--- src/rtl/frame_pkg.sv ---
// rtl/frame_pkg.sv - shared types and constants for the frame monitor
//
// Purpose: holds the monitor state enum and the checksum width so that the
//          RTL and any bench agree on both.
// Contents:
//   state_t    - IDLE (hunting for SOF) / FRAME (forwarding a frame)
//   CSUM_WIDTH - width of the frame checksum reported on stat_sum

package frame_pkg;

  typedef enum logic {
    IDLE  = 1'b0,
    FRAME = 1'b1
  } state_t;

  localparam int CSUM_WIDTH = 16;

endpackage

--- src/rtl/frame_monitor.sv ---
// rtl/frame_monitor.sv - zero-latency FWFT frame forwarder with per-frame statistics
//
// Purpose: pops words from a first-word-fall-through FIFO and forwards framed
//          words straight to a downstream FIFO.  Words arriving outside a frame
//          are discarded and counted.  Each closed frame produces a one-cycle
//          stat_valid pulse with its length, checksum and abort flag.
// Build option: define FRAME_MONITOR_CHECKSUM_EN to build the checksum
//          accumulator; without it stat_sum is tied to zero.
// Ports:
//   clk, reset                  - single clock, synchronous active-high reset
//   in_empty/in_din/in_sof/in_eof - upstream FIFO head word and its flags
//   in_rd_en                    - pop upstream head (same cycle)
//   out_full                    - downstream FIFO full
//   out_wr_en/out_dout/out_sof/out_eof - push to downstream FIFO
//   stat_valid/stat_len/stat_sum/stat_err - registered per-frame report
//   drop_cnt                    - saturating count of discarded words

module frame_monitor
  import frame_pkg::*;
#(
  parameter int DATA_WIDTH = 8,
  parameter int LEN_WIDTH  = 16,
  parameter int DROP_WIDTH = 16
) (
  input  logic                  clk,
  input  logic                  reset,
  input  logic                  in_empty,
  input  logic [DATA_WIDTH-1:0] in_din,
  input  logic                  in_sof,
  input  logic                  in_eof,
  output logic                  in_rd_en,
  input  logic                  out_full,
  output logic                  out_wr_en,
  output logic [DATA_WIDTH-1:0] out_dout,
  output logic                  out_sof,
  output logic                  out_eof,
  output logic                  stat_valid,
  output logic [LEN_WIDTH-1:0]  stat_len,
  output logic [CSUM_WIDTH-1:0] stat_sum,
  output logic                  stat_err,
  output logic [DROP_WIDTH-1:0] drop_cnt
);

  state_t                r_state;
  state_t                w_state_next;
  logic [LEN_WIDTH-1:0]  r_len;
  logic [LEN_WIDTH-1:0]  w_len_next;
  logic [LEN_WIDTH-1:0]  w_len_inc;
  logic [LEN_WIDTH-1:0]  w_close_len;
  logic                  w_pop;
  logic                  w_fwd;
  logic                  w_drop;
  logic                  w_close;
  logic                  w_close_err;
  logic                  r_stat_valid;
  logic [LEN_WIDTH-1:0]  r_stat_len;
  logic                  r_stat_err;
  logic [DROP_WIDTH-1:0] r_drop_cnt;

  // Pop/forward decision.  A non-SOF head in IDLE is garbage and is drained
  // even under downstream backpressure since it never reaches the output.
  always_comb begin
    w_pop  = 1'b0;
    w_fwd  = 1'b0;
    w_drop = 1'b0;
    if (!reset && !in_empty) begin
      if (r_state == IDLE && !in_sof) begin
        w_pop  = 1'b1;
        w_drop = 1'b1;
      end else if (!out_full) begin
        w_pop = 1'b1;
        w_fwd = 1'b1;
      end
    end
  end

  assign w_len_inc = (r_len == '1) ? r_len : r_len + LEN_WIDTH'(1);

  // Frame tracking.  An SOF seen inside a frame aborts the open frame (its
  // report excludes the new word) and the new word starts the next frame.
  // If that word also carries EOF the abort is what gets reported.
  always_comb begin
    w_state_next = r_state;
    w_len_next   = r_len;
    w_close      = 1'b0;
    w_close_err  = 1'b0;
    w_close_len  = r_len;
    if (w_fwd) begin
      if (in_sof) begin
        if (r_state == FRAME) begin
          w_close     = 1'b1;
          w_close_err = 1'b1;
          w_close_len = r_len;
        end else if (in_eof) begin
          w_close     = 1'b1;
          w_close_len = LEN_WIDTH'(1);
        end
        w_len_next   = LEN_WIDTH'(1);
        w_state_next = in_eof ? IDLE : FRAME;
      end else if (in_eof) begin
        w_close      = 1'b1;
        w_close_len  = w_len_inc;
        w_state_next = IDLE;
      end else begin
        w_len_next = w_len_inc;
      end
    end
  end

  always_ff @(posedge clk) begin
    if (reset) begin
      r_state      <= IDLE;
      r_len        <= '0;
      r_stat_valid <= 1'b0;
      r_stat_len   <= '0;
      r_stat_err   <= 1'b0;
      r_drop_cnt   <= '0;
    end else begin
      r_state      <= w_state_next;
      r_len        <= w_len_next;
      r_stat_valid <= w_close;
      if (w_close) begin
        r_stat_len <= w_close_len;
        r_stat_err <= w_close_err;
      end
      if (w_drop && r_drop_cnt != '1) begin
        r_drop_cnt <= r_drop_cnt + DROP_WIDTH'(1);
      end
    end
  end

`ifdef FRAME_MONITOR_CHECKSUM_EN
  logic [CSUM_WIDTH-1:0] r_sum;
  logic [CSUM_WIDTH-1:0] r_stat_sum;
  logic [CSUM_WIDTH-1:0] w_din_ext;
  logic [CSUM_WIDTH-1:0] w_sum_add;
  logic [CSUM_WIDTH-1:0] w_sum_next;
  logic [CSUM_WIDTH-1:0] w_close_sum;

  assign w_din_ext = CSUM_WIDTH'(in_din);
  assign w_sum_add = r_sum + w_din_ext;

  always_comb begin
    w_sum_next  = r_sum;
    w_close_sum = w_sum_add;
    if (w_fwd) begin
      if (in_sof) begin
        w_sum_next  = w_din_ext;
        w_close_sum = (r_state == FRAME) ? r_sum : w_din_ext;
      end else begin
        w_sum_next = w_sum_add;
      end
    end
  end

  always_ff @(posedge clk) begin
    if (reset) begin
      r_sum      <= '0;
      r_stat_sum <= '0;
    end else begin
      r_sum <= w_sum_next;
      if (w_close) begin
        r_stat_sum <= w_close_sum;
      end
    end
  end

  assign stat_sum = r_stat_sum;
`else
  assign stat_sum = '0;
`endif

  assign in_rd_en   = w_pop;
  assign out_wr_en  = w_fwd;
  assign out_dout   = in_din;
  assign out_sof    = in_sof;
  assign out_eof    = in_eof;
  assign stat_valid = r_stat_valid;
  assign stat_len   = r_stat_len;
  assign stat_err   = r_stat_err;
  assign drop_cnt   = r_drop_cnt;

endmodule

--- config.mk ---
export PLATFORM = sky130hd
export DESIGN_NAME = frame_monitor
export DESIGN_NICKNAME = d
export VERILOG_FILES = /design/src/rtl/frame_pkg.sv /design/src/rtl/frame_monitor.sv
export SDC_FILE = /design/constraint.sdc
export NUM_CORES = 1
export LEC_CHECK = 0
export CAP_MARGIN = 10
export CELL_PAD_IN_SITES_DETAIL_PLACEMENT = 1
export CELL_PAD_IN_SITES_GLOBAL_PLACEMENT = 1
export CORE_UTILIZATION = 40
export CTS_CLUSTER_DIAMETER = 100
export DETAILED_ROUTE_END_ITERATION = 16
export GPL_ROUTABILITY_DRIVEN = 1
export PLACE_DENSITY_LB_ADDON = 0.3
export SLEW_MARGIN = 20
export SYNTH_ARGS = -nofsm -noshare
export SYNTH_HDL_FRONTEND = slang
export SYNTH_SLANG_ARGS = --single-unit
--- constraint.sdc ---
create_clock -name clk -period 4.5 [get_ports clk]
set_clock_uncertainty 0.2 [all_clocks]
set_input_delay 0.675 -clock clk [delete_from_list [all_inputs] [get_ports clk]]
set_output_delay 0.675 -clock clk [all_outputs]
set_load 0.05 [all_outputs]
# Yosys cells after proc, flatten, opt, wreduce, memory -nomap -nowiden
# Cells that the tools add are included.
dict set report word_totals {
  reg_bits 51
  in_bits 14
  output_inout_bits 62
  wordCells 46
}
dict set report classes {
  n_addsub 2
  n_eq_ne 3
  mux 25
  bitwise 1
  reduce_logical 9
}
# operator count
set ops {}
lappend ops {{2-to-1 mux 16 bit} 8}
lappend ops {{adder 16 x 1 -> 16 bit (second input constant)} 2}
lappend ops {{2-to-1 mux 1 bit} 17}
lappend ops {{equality test 16 bit (second input constant)} 1}
lappend ops {{inequality test 16 bit (second input constant)} 1}
lappend ops {{AND reduction 2 bit} 2}
lappend ops {{logical AND 1 bit} 3}
lappend ops {{zero test 1 bit} 3}
lappend ops {{inequality test 2 bit (second input constant)} 1}
lappend ops {{nonzero test 2 bit} 1}
lappend ops {{NOT 1 bit} 1}

# Depth between registers and ports, before layout
# Gate-level depths: netlist (run 1).
dict set report depth {
  depth_word 5
  mapped_depth 8
  mapped_depth_nobuf 5
}

# Worst setup path before layout (run 1)
# OpenSTA, ideal clock, no wires.
dict set report synth_path {
  path_type {input to output}
  start {input reset}
  end {output out_wr_en}
  arrival_ns 1.780
  t_required_ns 3.625
  slack_ns 1.845
  path_stages 2
  path_buffers 0
  path_cell_list {or3_1 nor2_1}
}
dict set report synth_via {
  elab_chain_len 3
}
# item line_no
set synth_rtl {}
lappend synth_rtl {{start, declared} frame_monitor.sv:26} ;# input logic reset,
lappend synth_rtl {{zero test 1 bit} frame_monitor.sv:66} ;# if (!reset && !in_empty) begin
lappend synth_rtl {{logical AND 1 bit} frame_monitor.sv:66}
lappend synth_rtl {{2-to-1 mux 1 bit} frame_monitor.sv:66}
lappend synth_rtl {{end, declared} frame_monitor.sv:33} ;# output logic out_wr_en,
# No other way between the ends.

# Worst setup path after layout (run 1)
dict set report layout_path {
  start {input in_eof}
  end {output out_eof}
}
# item line_no
set layout_lines {}
lappend layout_lines {{start, declared} frame_monitor.sv:30} ;# input logic in_eof,
lappend layout_lines {{end, declared} frame_monitor.sv:36} ;# output logic out_eof,
# No word-level cell between the ends.

==> flow_summary.ini, run 1 <==
[worst_setup_path]
timing.rr.end = stat_len[0]
crit_path_max_incr_delay_ns = 0.92
crit_type = in -> out
critPathTopFamily = buffers and inverters
timing.rr.start = r_len[0]
critPathArrivalTime_ns = 2.47
start_kind = input port
crit_fanout = 18
reg2reg_slack_ns = 1.43
rr_worst_depth = 5
cp_cell_sequence = clkdlybuf4s50_1 > clkdlybuf4s50_1
crit_path_frequent_cell = clkdlybuf4s50_1
critPathRequiredTime_ns = 3.62
critical_path_buf_inv_count = 2
cp-end-kind = output port
crit_slowest_cell = clkdlybuf4s50_1

[hold_path]
hold_class = reg -> reg
min_path_cells = 2
holdPathEnd = stat_len[14]
worstHoldStart = stat_len[14]

[clock_tree]
cts_tree = built
postCtsSetupBuffers = 0
ctsLongestPathBuffers = 2
cts_resized = 0
ctsHoldBuffers = 0
root_buffer = clkbuf_8
cts.reportedPaths.clkPinSlew_ns = 0.10
cts_made_buffers = 5
htreeDepth = 2
clock-sinks = 51
clock_latency_ns = 0.32

[flow_run]
max_cap_viol_count = 0

[sta]
tns_ns = 0
fmax_mhz = 299.1
rsz0062_at_grt = no
timing.final.ws_setup_ns = 1.157
tightest_slew_ns = 0.9259
setup_viol = 0
maxSlewViolCount = 0
fin_crit_sh_pct = 74.29
slew_headroom_pct = 37.76
final_hold_viol_count = 0
fin_crit_ns = 3.343

[logic_synthesis]
syn_area_um2 = 3271
synth-edff-count = 0
ys_ff_latch = 51
ys.flop_type = dfxtp_1
syn_inst = 414
ys_types = 65
yosysSeqAreaShare_pct = 31.22
postSynth.asyncResetShare_pct = 0
postSynthAreaPerCell_um2 = 7.900
synth_warnings = 0

[global_routing]
grt_pass1_vias = 3261
antenna_found_initial = 0
overflow = 0
grt_max_degree = 21
grt.total_usage_pct = 25.07
grt_pass1_wl_mm = 16.99

[routing]
dr.pass1.iters = 5
vias_per_cell = 6.375
vias = 3385
drt_wl_total_mm = 10.42
drc = 0
drtIter0Drc = 262
route.detailed.wl_per_inst_um = 19.62
ant_nets = 0

[floorplanning]
dieWidth_um = 92.43
dieArea_um2 = 8542
die_h_um = 92.43
pin_count = 76
initial_core_util_pct = 41.89
core-area_um2 = 7807
rows = 32

[placement]
hpwl_mm = 7.573
numPortBuffers = 43
gp_congestion = 0.8827
place_ws_ns = 1.038
dp.cells = 523

[cells_and_area]
most-common-layout-cells = 51 x dfxtp_1, 41 x clkdlybuf4s50_1, 30 x a21oi_1
nets = 444
area_growth_pct = 13.20
drive_gt1_share_pct = 4.895
antennaDiodeCount = 0
n_fill_cell = 981
mostFrequentLayoutCell = dfxtp_1
fin_cells = 531

[power_and_ir_drop]
peakVddDrop_mv = 0.1228
powerDensity_nw_per_um2 = 234.2
leakagePower_nw = 1.166
power.total_uw = 866.9

[status]
status = complete, no violations
## synthesized netlist by cell type (11+ instances only)
master     n  area (um2)
nor2_1    21       78.83
clkbuf_1  23       86.33
buf_4     26       195.2
dfxtp_1   51        1021
a21oi_1   30       150.1
o21ai_1   11       55.05
o21ai_0   12       60.06
a31oi_1   12       75.07
nand2_1   26       97.59
nand3_1   18       90.09
nor3_1    14       70.07
## sequential cells by signal, indices dropped and copies added, names as in the netlist
| name | cells |
|---|---|
| stat_len | 16 |
| stat_err | 1 |
| r_state | 1 |
| drop_cnt | 16 |
| r_len | 16 |
| stat_valid | 1 |
## metal layers
metal  up-vias  track usage [%]  share of wire (%)  wire length (um)
met4         0            9.505                2.8               293
li1       1577                -                  -                 -
met1      1645            31.94                 43              4431
met2       130            41.23                 48              4950
met3        33            5.337                7.2               745
met5         -                0                  0                 0
## report_power, final
group	internal [mW]	switching (mW)	total [mW]
logic	0.0297	0.0937	0.123
registers	0.456	0.00658	0.463
clock network	0.110	0.171	0.281
## cell type report
type                            instances  area, um2  share of cell area (%)
Timing Repair Buffer                   48      475.5                   12.84
Multi-Input combinational cell        310       1944                   52.52
Tap cell                              102      127.6                   3.447
Clock inverter                          3      18.77                  0.5069
Sequential cell                        51       1021                   27.58
Inverter                               12      46.29                   1.250
Clock buffer                            5      68.82                   1.859
## kinds of logic (layout without fill, tap and decap cells)
family,count (synthesis),count (layout),share of synthesized area (%)
adder cells (fa/ha/maj),2,2,0.7650
AO/OA/AOI/OAI,132,132,27.51
multiplexers,9,9,2.869
buffers and inverters,68,68,11.06
flip-flops,51,51,31.22
other,1,16,0.1147
XOR/XNOR,2,2,0.5357
AND/OR/NAND/NOR,149,149,25.94
## worst max-delay path by stage
| stage | startpoint | endpoint | slack (ns) | cells after the start |
|---|---|---|---|---|
| 2_1_floorplan | reset | out_wr_en | 1.85 | 2 |
| 3_3_place_gp | in_sof | stat_len[9] | 1.15 | 7 |
| 3_5_place_dp | in_sof | drop_cnt[15] | 1.04 | 5 |
| 4_1_cts | in_eof | out_eof | 1.18 | 2 |
| 5_1_grt | in_eof | out_eof | 1.08 | 2 |
| 6_report | in_eof | out_eof | 1.16 | 2 |
## worst register-to-register path, cell delays in order, from the launching register on
cell     delay [ns]
dfxtp_1        0.52
ha_1           0.36
nand3_1        0.45
nor4_2         0.85
nor4b_1        0.12
o41ai_1        0.45
## metrics by stage
stage	hold WS, ns	area, um2	util [%]
6_report	0.2961	3702	47.42
5_1_grt	0.3249	3702	47.42
4_1_cts	0.2995	3702	47.42
3_5_place_dp	0.2858	3615	46.30
3_3_place_gp	0.2684	3615	46.30
2_1_floorplan	0.2796	3327	-
(Power assumes the default switching activity.)
==> run 2, diff against run 1 <==
--- a/config.mk
+++ b/config.mk
@@ -8,7 +8,7 @@
 export CAP_MARGIN = 10
 export CELL_PAD_IN_SITES_DETAIL_PLACEMENT = 1
 export CELL_PAD_IN_SITES_GLOBAL_PLACEMENT = 1
-export CORE_UTILIZATION = 40
+export CORE_UTILIZATION = 33
 export CTS_CLUSTER_DIAMETER = 100
 export DETAILED_ROUTE_END_ITERATION = 16
 export GPL_ROUTABILITY_DRIVEN = 1
==> constraint.sdc (replaced) <==
create_clock -name clk -period 2.77 [get_ports clk]
set_clock_uncertainty 0.2 [all_clocks]
set_input_delay 0.4155 -clock clk [delete_from_list [all_inputs] [get_ports clk]]
set_output_delay 0.4155 -clock clk [all_outputs]
set_load 0.05 [all_outputs]
==> flow_summary.ini, run 2 (synthesis results as in run 1) <==
[power_and_ir_drop]
leakagePower_nw = 1.351
peakVddDrop_mv = 0.1606
powerDensity_nw_per_um2 = 351.6

[routing]
vias = 3501
ant_nets = 0
vias_per_cell = 5.894
drtIter0Drc = 164
route.detailed.wl_per_inst_um = 18.68
drc = 0
dr.pass1.iters = 4
drt_wl_total_mm = 11.09

[sta]
final_hold_viol_count = 0
slew_headroom_pct = 54.32
fin_crit_sh_pct = 94.95
setup_viol = 0
fmax_mhz = 380.2
fin_crit_ns = 2.630
holdWs_ns = 0.2941
rsz0062_at_grt = no
tightest_slew_ns = 0.6842
maxSlewViolCount = 0

[floorplanning]
dieWidth_um = 101.6
rows = 35
core-area_um2 = 9415
die_h_um = 101.6
dieArea_um2 = 10310
pin_count = 76
initial_core_util_pct = 34.74

[cells_and_area]
drive_gt1_share_pct = 12.69
nets = 480
area_growth_pct = 23.91
most-common-layout-cells = 51 x dfxtp_1, 40 x buf_4, 39 x clkdlybuf4s50_1
mostFrequentLayoutCell = dfxtp_1
antennaDiodeCount = 0
fin_util_pct = 43.04

[global_routing]
antenna_found_initial = 0
overflow = 0
grt_pass1_wl_mm = 18.62
grt_pass1_vias = 3692
grt_max_degree = 28
grt.total_usage_pct = 23.00

[placement]
numPortBuffers = 43
hpwl_mm = 8.399
gp_congestion = 0.8969

[worst_setup_path]
critPathRequiredTime_ns = 2.15
cp-end-kind = output port
crit_slowest_cell = or4_1
critPathArrivalTime_ns = 2.01
crit_path_max_incr_delay_ns = 0.59
critical_path_buf_inv_count = 3
cp_cell_sequence = clkdlybuf4s50_1 > or4_1 > buf_4 > nand2_1 > buf_12
crit_fanout = 9
critPathTopFamily = buffers and inverters
start_kind = input port
crit_type = in -> out

[clock_tree]
root_buffer = clkbuf_8
ctsHoldBuffers = 0
cts.reportedPaths.clkPinSlew_ns = 0.10
cts_made_buffers = 5
htreeDepth = 2
clock_latency_ns = 0.32
postCtsSetupBuffers = 0
ctsLongestPathBuffers = 2
cts_tree = built
clock-sinks = 51
cts_resized = 0

[status]
status = complete, no violations

[hold_path]
hold_class = reg -> reg

[flow_run]
max_cap_viol_count = 0
[run 2: cell type report]
class | instances | area (um2)
repair buffers | 84 | 790.8
clock buffers | 5 | 68.82
inverters | 12 | 46.29
flip-flops and latches | 51 | 1021
well taps | 129 | 161.4
multi-input cells | 310 | 1944
fillers | 1137 | 5363
clock inverters | 3 | 20.02
[run 2: worst paths after layout]
check | from | endpoint | slack, ns | cells past startpoint
setup reg to reg | r_len[1] | r_len[14] | 0.22 | 5
setup / recovery | reset | in_rd_en | 0.14 | 5
hold reg to reg | stat_len[14] | stat_len[14] | 0.29 | 2
hold / removal | stat_len[14] | stat_len[14] | 0.29 | 2
[run 2: stage by stage]
stage | setup TNS [ns] | std cells | instance area (um2) | worst slack (ns) | power, mW
after detailed placement | -0.1146 | 586 | 3964 | -0.1019 | 0.9932
after global routing | 0 | 594 | 4053 | 0.07309 | 1.493
after CTS | 0 | 594 | 4053 | 0.1396 | 1.444
after global placement | 0 | 586 | 3964 | 0.06317 | 0.9898
final | 0 | 594 | 4053 | 0.1398 | 1.425
after floorplan | 0 | 429 | 3327 | 0.4155 | 0.9579
[run 2: layer usage]
layer	share of wire, %	global-route usage (%)	up-vias	routed length, um
li1	-	-	1649	-
met1	44	29.13	1715	4926
met2	48	38.83	110	5310
met3	4.9	3.589	27	540
met4	2.9	9.476	0	317
met5	0	0	-	0
[run 2: where the power goes]
part / switching (mW) / total [mW] / internal [mW]
clock: 0.270 / 0.447 / 0.177
combinational: 0.160 / 0.228 / 0.0674
sequential: 0.00968 / 0.750 / 0.741
[run 2: worst min-delay path, cell delays in order, from the launching register on]
cell and delay (ns):
dfxtp_1 0.34, nand2_1 0.06, o31ai_1 0.05
==> run 3, diff against run 2 <==
==> constraint.sdc (replaced) <==
create_clock -name clk -period 2.77 [get_ports clk]
set_clock_uncertainty 0.2 [all_clocks]
set_input_delay 0.554 -clock clk [delete_from_list [all_inputs] [get_ports clk]]
set_output_delay 0.554 -clock clk [all_outputs]
set_load 0.05 [all_outputs]
==> flow_summary.ini, run 3 (synthesis results as in run 1) <==
[clock_tree]
cts.reportedPaths.clkPinSlew_ns = 0.10
htreeDepth = 2
root_buffer = clkbuf_8
cts_made_buffers = 5
ctsHoldBuffers = 0
clock-sinks = 51
ctsLongestPathBuffers = 2
cts_tree = built
clock_latency_ns = 0.32

[hold_path]
hold_class = reg -> reg
worstHoldStart = stat_len[14]
min_path_cells = 2
holdPathEnd = stat_len[14]

[floorplanning]
dieArea_um2 = 10310
dieWidth_um = 101.6
initial_core_util_pct = 34.74
core-area_um2 = 9415
pin_count = 76
die_h_um = 101.6
rows = 35

[worst_setup_path]
timing.rr.start = r_len[4]
rr_worst_depth = 4
critPathRequiredTime_ns = 2.02
critPathArrivalTime_ns = 1.93
timing.rr.end = stat_len[13]
crit_type = in -> out
cp-end-kind = output port
start_kind = input port
crit_fanout = 4
reg2reg_slack_ns = 0.35

[sta]
rsz0062_at_grt = no
final_hold_viol_count = 0
slew_headroom_pct = 57.79
timing.final.ws_setup_ns = 0.08617
fin_crit_ns = 2.684
tightest_slew_ns = 0.6274
fin_crit_sh_pct = 96.89
maxSlewViolCount = 0
fmax_mhz = 372.6
setup_viol = 0

[routing]
dr.pass1.iters = 4
vias = 3563
drt_wl_total_mm = 11.45
drtIter0Drc = 186
ant_nets = 0
route.detailed.wl_per_inst_um = 18.86
vias_per_cell = 5.870
drc = 0

[global_routing]
met3_usage_pct = 3.106
overflow = 0
antenna_found_initial = 0
grt_pass1_wl_mm = 18.61
grt.total_usage_pct = 23.13
top_usage_layer = met2
grt_pass1_vias = 3572
grt_max_degree = 18
use_met2_pct = 40.28
grtUsageMet1_pct = 29.48

[cells_and_area]
fin_util_pct = 44.45
mostFrequentLayoutCell = buf_4
most-common-layout-cells = 54 x buf_4, 51 x dfxtp_1, 37 x clkdlybuf4s50_1
antennaDiodeCount = 0
area_growth_pct = 27.96
nets = 493
n_fill_cell = 1158
drive_gt1_share_pct = 15.27

[placement]
numPortBuffers = 43
hpwl_mm = 8.636
gp_congestion = 0.9238
place_ws_ns = -0.1285

[power_and_ir_drop]
leakagePower_nw = 1.435
powerDensity_nw_per_um2 = 387.1
peakVddDrop_mv = 0.2743

[status]
status = complete, no violations

[flow_run]
max_cap_viol_count = 0
[run 3: how the worst max path moves through the flow]
stage                     startpoint        end  slack (ns)  depth (start not counted)
after floorplan                reset  out_wr_en        0.36                          2
after global placement         reset  out_wr_en       -0.07                          5
after detailed placement       reset  out_wr_en       -0.13                          5
after CTS                   out_full  out_wr_en        0.09                          5
after global routing        out_full  out_wr_en        0.05                          5
final                       out_full  out_wr_en        0.09                          5
[run 3: final cells by class]
type | count | area (um2) | area share, %
clock buffer | 5 | 68.82 | 1.644
clock inverter | 3 | 67.56 | 1.614
inverter | 12 | 46.29 | 1.106
multi-input combinational | 310 | 1947 | 46.52
sequential | 51 | 1021 | 24.39
tap | 129 | 161.4 | 3.857
timing repair buffer | 97 | 873.3 | 20.87
[run 3: routing by layer]
metal | vias up | wire length [um]
met4 | 0 | 208
met2 | 119 | 5567
li1 | 1684 | -
met5 | - | 0
met3 | 17 | 543
met1 | 1743 | 5128
[run 3: power breakdown]
group | total [mW] | switching, mW | leakage, nW | internal, mW
logic | 0.236 | 0.163 | 0.959 | 0.0727
clock network | 0.635 | 0.274 | 0.0644 | 0.361
registers | 0.749 | 0.00832 | 0.412 | 0.741
total | 1.62 | 0.446 | 1.43 | 1.17
[run 3: what timing repair did]
action                     in CTS  in global routing
setup buffers                   0                  0
setup endpoints to repair       1                  0
resized for setup               3                  0
[run 3: stage by stage]
step	std cells	hold slack, ns	instance area [um2]	total power, mW	setup TNS (ns)
CTS	607	0.2994	4185	1.635	0
global route	607	0.3288	4185	1.679	0
floorplan	429	0.2796	3327	0.9579	0
global placement	599	0.2799	4049	0.9967	-0.3815
detailed placement	599	0.2744	4049	1.000	-1.630
finish	607	0.2891	4185	1.620	0
[run 3: critical path, stage by stage]
cell and delay (ns):
clkdlybuf4s50_1 0.48, or3_1 0.40, buf_4 0.17, nor2_2 0.17
buf_12 0.16
